--- config.mk ---
export PLATFORM = sky130hd
export DESIGN_NAME = stage_mem_to_wb_skid_register_flat
export DESIGN_NICKNAME = d
export VERILOG_FILES = /design/src/rtl/stage_mem_to_wb_skid_register_pkg.sv /design/src/rtl/stage_mem_to_wb_skid_register_if.sv /design/src/rtl/stage_mem_to_wb_skid_register_pipe_skid_entry.sv /design/src/rtl/stage_mem_to_wb_skid_register.sv /design/src/flat_wrapper.sv
export SDC_FILE = /design/constraint.sdc
export NUM_CORES = 1
export LEC_CHECK = 0
export ABC_AREA = 1
export BUFFER_PORTS_ARGS = -buffer_cell sky130_fd_sc_hd__buf_2
export CORE_ASPECT_RATIO = 0.75
export CORE_MARGIN = 4
export CORE_UTILIZATION = 54
export DETAILED_ROUTE_END_ITERATION = 16
export PLACE_DENSITY = 0.91
export SLEW_MARGIN = 20
export SYNTH_ARGS = -nofsm -noshare
export SYNTH_HDL_FRONTEND = slang
export SYNTH_SLANG_ARGS = --single-unit
--- constraint.sdc ---
create_clock -name clk -period 1.45 [get_ports clk]
set_clock_uncertainty 0.05 [all_clocks]
set_input_delay 0.2175 -clock clk [delete_from_list [all_inputs] [get_ports clk]]
set_output_delay 0.2175 -clock clk [all_outputs]
set_load 0.02 [all_outputs]
--- src/rtl/stage_mem_to_wb_skid_register_pkg.sv ---
// rtl/stage_mem_to_wb_skid_register_pkg.sv - shared widths and MEM->WB payload layout
package stage_mem_to_wb_skid_register_pkg;

  localparam int DATA_W_DEF = 32;
  localparam int DEST_W_DEF = 4;

  typedef struct packed {
    logic                  wb_en;
    logic                  mem_r_en;
    logic [DATA_W_DEF-1:0] alu_res;
    logic [DATA_W_DEF-1:0] mem_data;
    logic [DEST_W_DEF-1:0] dest;
  } mem_wb_payload_t;

  localparam int PAYLOAD_W = $bits(mem_wb_payload_t);

  // Flat payload width for non-default parameterisations; field order matches mem_wb_payload_t.
  function automatic int payload_width(input int data_w, input int dest_w);
    return 2 + 2 * data_w + dest_w;
  endfunction

endpackage

--- src/rtl/stage_mem_to_wb_skid_register_if.sv ---
// rtl/stage_mem_to_wb_skid_register_if.sv - MEM->WB handshake bus with hazard-unit pending info
interface stage_mem_to_wb_skid_register_if
  import stage_mem_to_wb_skid_register_pkg::*;
#(
  parameter int DATA_W = DATA_W_DEF,
  parameter int DEST_W = DEST_W_DEF
);

  logic              inValid;
  logic              inReady;
  logic              wbEnIn;
  logic              memREnIn;
  logic [DATA_W-1:0] aluResIn;
  logic [DATA_W-1:0] memDataIn;
  logic [DEST_W-1:0] destIn;

  logic              outValid;
  logic              outReady;
  logic              wbEnOut;
  logic              memREnOut;
  logic [DATA_W-1:0] aluResOut;
  logic [DATA_W-1:0] memDataOut;
  logic [DEST_W-1:0] destOut;

  logic [1:0]        pendWb;
  logic [DEST_W-1:0] pendDest0;
  logic [DEST_W-1:0] pendDest1;

  modport master (
    output inValid, wbEnIn, memREnIn, aluResIn, memDataIn, destIn, outReady,
    input  inReady, outValid, wbEnOut, memREnOut, aluResOut, memDataOut, destOut,
    input  pendWb, pendDest0, pendDest1
  );

  modport slave (
    input  inValid, wbEnIn, memREnIn, aluResIn, memDataIn, destIn, outReady,
    output inReady, outValid, wbEnOut, memREnOut, aluResOut, memDataOut, destOut,
    output pendWb, pendDest0, pendDest1
  );

endinterface

--- src/rtl/stage_mem_to_wb_skid_register_pipe_skid_entry.sv ---
// rtl/stage_mem_to_wb_skid_register_pipe_skid_entry.sv - payload register with valid bit, load and clear
module pipe_skid_entry #(
  parameter int W = 8
) (
  input  logic         clk,
  input  logic         rst,
  input  logic         flush,
  input  logic         load,
  input  logic         unload,
  input  logic [W-1:0] data_in,
  output logic         valid,
  output logic [W-1:0] data
);

  logic         valid_d, valid_q;
  logic [W-1:0] data_d, data_q;

  // Flush only kills the valid bit; payload may stay stale since every consumer gates by valid.
  always_comb begin
    valid_d = valid_q;
    data_d  = data_q;
    if (load) begin
      data_d = data_in;
    end
    if (flush) begin
      valid_d = 1'b0;
    end else if (load) begin
      valid_d = 1'b1;
    end else if (unload) begin
      valid_d = 1'b0;
    end
  end

  always_ff @(posedge clk) begin
    if (rst) begin
      valid_q <= 1'b0;
      data_q  <= '0;
    end else begin
      valid_q <= valid_d;
      data_q  <= data_d;
    end
  end

  assign valid = valid_q;
  assign data  = data_q;

endmodule

--- src/rtl/stage_mem_to_wb_skid_register.sv ---
// rtl/stage_mem_to_wb_skid_register.sv - MEM->WB pipeline register with valid/ready, 2-entry skid and flush
module stage_mem_to_wb_skid_register
  import stage_mem_to_wb_skid_register_pkg::*;
#(
  parameter int DATA_W  = DATA_W_DEF,
  parameter int DEST_W  = DEST_W_DEF,
  parameter int SKID_EN = 1
) (
  input  logic clk,
  input  logic rst,
  input  logic flush,
  stage_mem_to_wb_skid_register_if.slave bus
);

  localparam int PW      = payload_width(DATA_W, DEST_W);
  localparam bit HAS_SKID = (SKID_EN != 0);
  localparam int MEM_LO  = DEST_W;
  localparam int ALU_LO  = DEST_W + DATA_W;

  logic [PW-1:0] in_pay, main_pay, skid_pay, main_nxt;
  logic          main_valid, skid_valid;
  logic          in_ready, accept, drain;
  logic          main_load, skid_load, skid_unload;

  assign in_pay = {bus.wbEnIn, bus.memREnIn, bus.aluResIn, bus.memDataIn, bus.destIn};

  // With the skid enabled inReady comes straight from the skid valid flop, so outReady never reaches it.
  always_comb begin
    in_ready    = 1'b0;
    accept      = 1'b0;
    drain       = 1'b0;
    main_load   = 1'b0;
    main_nxt    = in_pay;
    skid_load   = 1'b0;
    skid_unload = 1'b0;

    in_ready = HAS_SKID ? ~skid_valid : (~main_valid | bus.outReady);
    accept   = bus.inValid & in_ready;
    drain    = main_valid & bus.outReady;

    if (skid_valid) begin
      main_load   = drain;
      main_nxt    = skid_pay;
      skid_unload = drain;
    end else begin
      main_load = accept & (~main_valid | drain);
    end
    skid_load = HAS_SKID & accept & main_valid & ~drain;
  end

  pipe_skid_entry #(.W(PW)) u_main (
    .clk     (clk),
    .rst     (rst),
    .flush   (flush),
    .load    (main_load),
    .unload  (drain),
    .data_in (main_nxt),
    .valid   (main_valid),
    .data    (main_pay)
  );

  // Without SKID_EN the skid load is tied low, so this entry reduces to constant zero.
  pipe_skid_entry #(.W(PW)) u_skid (
    .clk     (clk),
    .rst     (rst),
    .flush   (flush),
    .load    (skid_load),
    .unload  (skid_unload),
    .data_in (in_pay),
    .valid   (skid_valid),
    .data    (skid_pay)
  );

  assign bus.inReady    = in_ready;
  assign bus.outValid   = main_valid;
  assign bus.wbEnOut    = main_valid & main_pay[PW-1];
  assign bus.memREnOut  = main_pay[PW-2];
  assign bus.aluResOut  = main_pay[ALU_LO +: DATA_W];
  assign bus.memDataOut = main_pay[MEM_LO +: DATA_W];
  assign bus.destOut    = main_pay[DEST_W-1:0];
  assign bus.pendWb     = {skid_valid & skid_pay[PW-1], main_valid & main_pay[PW-1]};
  assign bus.pendDest0  = main_pay[DEST_W-1:0];
  assign bus.pendDest1  = skid_pay[DEST_W-1:0];

endmodule

--- src/flat_wrapper.sv ---
// flat-port wrapper written by rule: the top's interface ports become plain ports
module stage_mem_to_wb_skid_register_flat import stage_mem_to_wb_skid_register_pkg::*;
#(
  parameter int DATA_W  = DATA_W_DEF,
  parameter int DEST_W  = DEST_W_DEF,
  parameter int SKID_EN = 1
)
  (clk, rst, flush, bus_inValid, bus_wbEnIn, bus_memREnIn, bus_aluResIn, bus_memDataIn, bus_destIn, bus_outReady, bus_inReady, bus_outValid, bus_wbEnOut, bus_memREnOut, bus_aluResOut, bus_memDataOut, bus_destOut, bus_pendWb, bus_pendDest0, bus_pendDest1);
  stage_mem_to_wb_skid_register_if #(.DATA_W(DATA_W), .DEST_W(DEST_W)) bus_i ();
  input  logic clk;
  input  logic rst;
  input  logic flush;
  input wire logic [$bits(bus_i.inValid)-1:0] bus_inValid;
  input wire logic [$bits(bus_i.wbEnIn)-1:0] bus_wbEnIn;
  input wire logic [$bits(bus_i.memREnIn)-1:0] bus_memREnIn;
  input wire logic [$bits(bus_i.aluResIn)-1:0] bus_aluResIn;
  input wire logic [$bits(bus_i.memDataIn)-1:0] bus_memDataIn;
  input wire logic [$bits(bus_i.destIn)-1:0] bus_destIn;
  input wire logic [$bits(bus_i.outReady)-1:0] bus_outReady;
  output wire logic [$bits(bus_i.inReady)-1:0] bus_inReady;
  output wire logic [$bits(bus_i.outValid)-1:0] bus_outValid;
  output wire logic [$bits(bus_i.wbEnOut)-1:0] bus_wbEnOut;
  output wire logic [$bits(bus_i.memREnOut)-1:0] bus_memREnOut;
  output wire logic [$bits(bus_i.aluResOut)-1:0] bus_aluResOut;
  output wire logic [$bits(bus_i.memDataOut)-1:0] bus_memDataOut;
  output wire logic [$bits(bus_i.destOut)-1:0] bus_destOut;
  output wire logic [$bits(bus_i.pendWb)-1:0] bus_pendWb;
  output wire logic [$bits(bus_i.pendDest0)-1:0] bus_pendDest0;
  output wire logic [$bits(bus_i.pendDest1)-1:0] bus_pendDest1;
  assign bus_i.inValid = bus_inValid;
  assign bus_i.wbEnIn = bus_wbEnIn;
  assign bus_i.memREnIn = bus_memREnIn;
  assign bus_i.aluResIn = bus_aluResIn;
  assign bus_i.memDataIn = bus_memDataIn;
  assign bus_i.destIn = bus_destIn;
  assign bus_i.outReady = bus_outReady;
  assign bus_inReady = bus_i.inReady;
  assign bus_outValid = bus_i.outValid;
  assign bus_wbEnOut = bus_i.wbEnOut;
  assign bus_memREnOut = bus_i.memREnOut;
  assign bus_aluResOut = bus_i.aluResOut;
  assign bus_memDataOut = bus_i.memDataOut;
  assign bus_destOut = bus_i.destOut;
  assign bus_pendWb = bus_i.pendWb;
  assign bus_pendDest0 = bus_i.pendDest0;
  assign bus_pendDest1 = bus_i.pendDest1;
  stage_mem_to_wb_skid_register #(.DATA_W(DATA_W), .DEST_W(DEST_W), .SKID_EN(SKID_EN)) u_core (.clk(clk), .rst(rst), .flush(flush), .bus(bus_i));
endmodule
# Yosys cells after proc, flatten, opt, wreduce, memory -nomap -nowiden
# Index checks and enable logic that the tools add are counted.
totals:
  ff_bits: 142
  latch_bits: 0
  ram_bits: 0
  rom_bits: 0
  in_bits: 75
  out_inout_bits: 82
  word_cells: 25
  n_memories: 0
op_classes:
  addsub: 0
  n_mul: 0
  div_mod_pow: 0
  order_cmp: 0
  eq_ne: 0
  shifts: 0
  mux: 7
  n_bitwise: 11
  n_reduce_logical: 3
ops:
  columns: ["op", "n"]
  rows:
  - ["70-bit 2-to-1 mux", 1]
  - ["1-bit AND", 7]
  - ["1-bit 2-to-1 mux", 6]
  - ["2-bit nonzero test", 2]
  - ["1-bit inverter", 3]
  - ["2-bit OR reduction", 1]
  - ["1-bit OR", 1]

# Longest topological paths before layout
depth:
  depth_word: 5
  ltp_mapped: 7
  mapped_depth_nobuf: 6

# Modules after synthesis
# Synthesis repeated with hierarchy kept, for this count alone.
unflattened:
  hier_cells: 866
  hier_area_um2: 6170.9
modules_own_cells:
  columns: ["mod", "n_inst", "cells_each", "area_per_inst_um2", "seq_area_each_um2"]
  rows:
  - ["pipe_skid_entry", 2, 310, 2568.7, 1421.4]
  - ["stage_mem_to_wb_skid_register", 1, 246, 1033.5, 0.0]

# Worst setup path after synthesis
# OpenSTA, ideal clock, no wires.
synth_timing:
  kind: "register -> register"
  start: "register u_core.u_main.valid_q, in the netlist u_core.u_main.valid"
  end: "register u_core.u_main.data_q[0], in the netlist u_core.u_main.data[0]"
  setup_ps: 113
  t_arrival_ps: 1158
  required_ps: 1287
  path_slack_ps: 129
  stages_incl_launch_ff: 7
  n_path_buf: 1
  synth_period_minus_slack_ps: 1321
  path_cell_list: "dfxtp_1 -> nand2_2 -> nand2_2 -> buf_4 -> nand3_1 -> nand2_1 -> nor2_1"
synth_between:
  elab_chain_cells: 4
  elab_cells_between_ends: 5
  classes_between: "mux (1); bitwise (4)"
synth_rtl:
  columns: ["element", "line", "source"]
  rows:
  - ["start: declaration", "stage_mem_to_wb_skid_register_pipe_skid_entry.sv:15", "logic valid_d, valid_q;"]
  - ["start signal: assignment", "stage_mem_to_wb_skid_register_pipe_skid_entry.sv:39", "valid_q <= valid_d;"]
  - ["1-bit AND / 1-bit inverter (equally long branches)", null, null]
  - ["1-bit OR", "stage_mem_to_wb_skid_register.sv:46", "main_load = accept & (~main_valid | drain);"]
  - ["1-bit AND", "stage_mem_to_wb_skid_register.sv:46", null]
  - ["1-bit 2-to-1 mux *", "stage_mem_to_wb_skid_register.sv:41", "if (skid_valid) begin"]
  - ["end signal: assignment", "stage_mem_to_wb_skid_register_pipe_skid_entry.sv:40", "data_q <= data_d;"]
  - ["end: declaration", "stage_mem_to_wb_skid_register_pipe_skid_entry.sv:16", "logic [W-1:0] data_d, data_q;"]
# Every way passes the cells marked *; elsewhere a longest branch is shown, timed or not.
# A chain may end at the register's enable or synchronous reset.

# Worst setup path after layout
layout_timing:
  start: "register u_core.u_main.valid_q, in the netlist u_core.u_main.valid"
  end: "output bus_wbEnOut"
layout_between:
  elab_chain_cells: 1
layout_rtl:
  columns: ["element", "line", "source"]
  rows:
  - ["1-bit AND", "stage_mem_to_wb_skid_register.sv:76", "assign bus.wbEnOut = main_valid & main_pay[PW-1];"]
  - ["end: declaration", "flat_wrapper.sv:22", "output wire logic [$bits(bus_i.wbEnOut)-1:0] bus_wbEnOut;"]
# No other way between the ends.

==> impl_metrics.yaml <==
place:
  dpl.cell_count: 1280
  dp_hpwl_um: 10400
  postPlaceCellArea_um2: 7360
  port_buffers: 156
  gp_congestion: 0.788
critical_path:
  worstSetupEndpointType: "output pin"
  cp_data_arrival_time_ps: 1160
  crit_path_start_kind: "flip-flop"
  crit_top_cell: "buf_4"
  slowest_stage: "dfxtp_4"
  worstPathCellList: "buf_4, nand2_1, inv_1, buf_4"
  slowest_delay_ps: 350
  critPathKind: "flip-flop to output pin"
  path_max_fanout: 4
  cp.required_ps: 1180
timing:
  fin_crit_sh_pct: 98.3
  worst_pin_slew_ps: 297
  slew_viol_final: 0
  whs_ps: 18.7
  rsz0062_at_grt: "true"
  finalHoldViolCount: 0
  slew_headroom_pct: 80.2
  fmax_ghz: 0.701
  setup_viol: 0
  fin_crit_ps: 1430
pwr:
  powerDensity_nw_per_um2: 1200
  p_switching_uw: 2510
  p_seq_share_pct: 43.0
  p_int_uw: 7290
  comb_power_share_pct: 13.4
  p_clk_share_pct: 43.6
  p_leak_uw: 0.00423
  p_total_uw: 9800
  swShare_pct: 25.6
  vdd_drop_max_v: 0.000785
synth:
  ys_types: 18
  syn_inst: 1079
  synth_nets: 1154
  mappedNetlistArea_um2: 6940
  synth-seq-cells: 142
  ys_warn_count: 0
  synth.avg_cell_area_um2: 6.43
  ys_seq_area_share_pct: 40.9
cells_and_area:
  area_growth_pct: 17.4
  final_core_util_pct: 65.5
  nets: 1217
  final_cells: 1321
  multi_input_area_um2: 2920
  regArea_um2: 2850
  finish.instance_area_um2: 8150
  drive_above_1_share_pct: 19.8
  fillers: 1060
cts:
  cts-root-buf: "clkbuf_16"
  clk_latency_ps: 410
  clk_pin_slew_ps: 60
  clock_path_buffers: 2
  cts_tree: "yes"
  h-tree-depth: 4
  cts_made_buffers: 17
  cts.sinks: 142
die:
  die_x_um: 139
  rows: 35
  ioPinCount: 157
  start_util_pct: 55.8
  die_area_um2: 14800
  die_h_um: 106
  core-area_um2: 12400
grt:
  track_usage_pct: 23.8
  grt_max_degree: 74
  grt_pass1_vias: 6063
  grt_overflow: 0
  antenna_found_initial: 1
  grt_pass1_wl_um: 29100
detailed_routing:
  first_pass_iters: 5
  routed.top_layer: "met5"
  dr_total_vias: 6471
  dr_wl_met2_um: 8210
  ant_nets: 0
  wl_per_cell_um: 13.5
  drc: 0
  drt-met1-wl_um: 7850
  vias_per_cell: 4.90
  met3_length_um: 1430
  drtIter0Drc: 515
  wirelength_um: 17800
run:
  max-cap-violations: 0
outcome:
  outcome: "completed"
min_path:
  hold_path_class: "primary input to flip-flop"
==> path summary, 6_finish.rpt <==
path / startpoint / endpoint / slack [ps] / depth (start not counted)
setup / recovery: u_core.u_main.valid$_SDFFE_PP0P_ / bus_wbEnOut / 20 / 4
hold / removal: bus_aluResIn[4] / u_core.u_skid.data[40]$_SDFFE_PP0P_ / 20 / 3
setup reg to reg: u_core.u_skid.valid$_SDFFE_PP0P_ / u_core.u_main.data[32]$_SDFFE_PP0P_ / 60 / 7
hold reg to reg: u_core.u_skid.data[40]$_SDFFE_PP0P_ / u_core.u_skid.data[40]$_SDFFE_PP0P_ / 430 / 2
==> cells by family (layout without fill, tap and decap cells) <==
kind of cell,after synthesis,count (layout),synth area share (%)
AO/OA/AOI/OAI,72,72,5.19
buffers and inverters,221,296,17.3
flip-flops,142,142,40.9
other,0,1,0
AND/OR/NAND/NOR,644,644,36.6
==> area by class of cell <==
| type | instances | area share, % |
|---|---|---|
| Antenna cell | 1 | 0.0307 |
| Clock buffer | 24 | 6.03 |
| Clock inverter | 7 | 1.04 |
| Inverter | 79 | 3.68 |
| Multi-Input combinational cell | 716 | 35.8 |
| Sequential cell | 142 | 35.0 |
| Tap cell | 166 | 2.55 |
| Timing Repair Buffer | 186 | 15.9 |
==> cells in the mapped netlist, drive strengths merged <==
cell type    n  share of area, %
nand2      288                16
nand3       71               5.3
buf        121                12
o21ai       71               5.1
a21oi        1             0.072
nor2       285                16
dfxtp      142                41
clkbuf      21               1.2
inv         79               4.3
==> cells in the final DEF (no fill, tap or decap) <==
cell           count
nor2_1           282
nand2_1          281
buf_2            152
dfxtp_1          140
inv_1             76
nand3_1           70
o21ai_0           50
o21ai_1           21
clkbuf_16         18
buf_12            14
buf_4             13
nand2_2            6
clkinv_2           6
clkbuf_8           4
clkbuf_1           3
bufbuf_16          3
nor2_4             2
bufinv_16          2
buf_6              2
dfxtp_4            2
diode_2            1
inv_4              1
nand2_4            1
inv_2              1
nor2_2             1
nand3_4            1
a21oi_1            1
dlygate4sd3_1      1
==> power groups by stage <==
stage	combinational, uW	clock (uW)	sequential [uW]
after floorplan	1050	0	4270
after global placement	1240	0	4290
after detailed placement	1270	0	4290
after CTS	1290	4320	4210
after global routing	1470	4520	4240
final	1310	4270	4210
==> registers in the layout, summed over array words and instances, names as in the netlist <==
name and count:
u_core.u_skid.data 70, u_core.u_skid.valid 1, u_core.u_main.valid 1, u_core.u_main.data 70
==> per-layer routing <==
layer  GRT usage (%)  up-vias
met5               0        -
met4            8.87        2
met3            6.47       27
met2            38.5      246
met1            30.6     2880
li1                -     3316
==> through the flow <==
| step | worst slack, ps | setup TNS, ps |
|---|---|---|
| floorplan | 129 | 0 |
| global placement | 135 | 0 |
| detailed placement | 47.6 | 0 |
| CTS | 1.82 | 0 |
| global route | -28.0 | -70.0 |
| finish | 24.0 | 0 |
==> timing repair <==
action	in CTS	in global routing
setup endpoints to repair	4	78
gates cloned	3	1
setup buffers	4	0
gates resized for setup	7	17
hold endpoints to repair	1	0
pin swaps	0	1
hold buffers	1	0
==> critical path: cells and delay by family (launching register included) <==
family                 cells  cell delay, ps
AND/OR/NAND/NOR            1              60
buffers and inverters      3             340
flip-flops                 1             350
(Power assumes the default switching activity.)
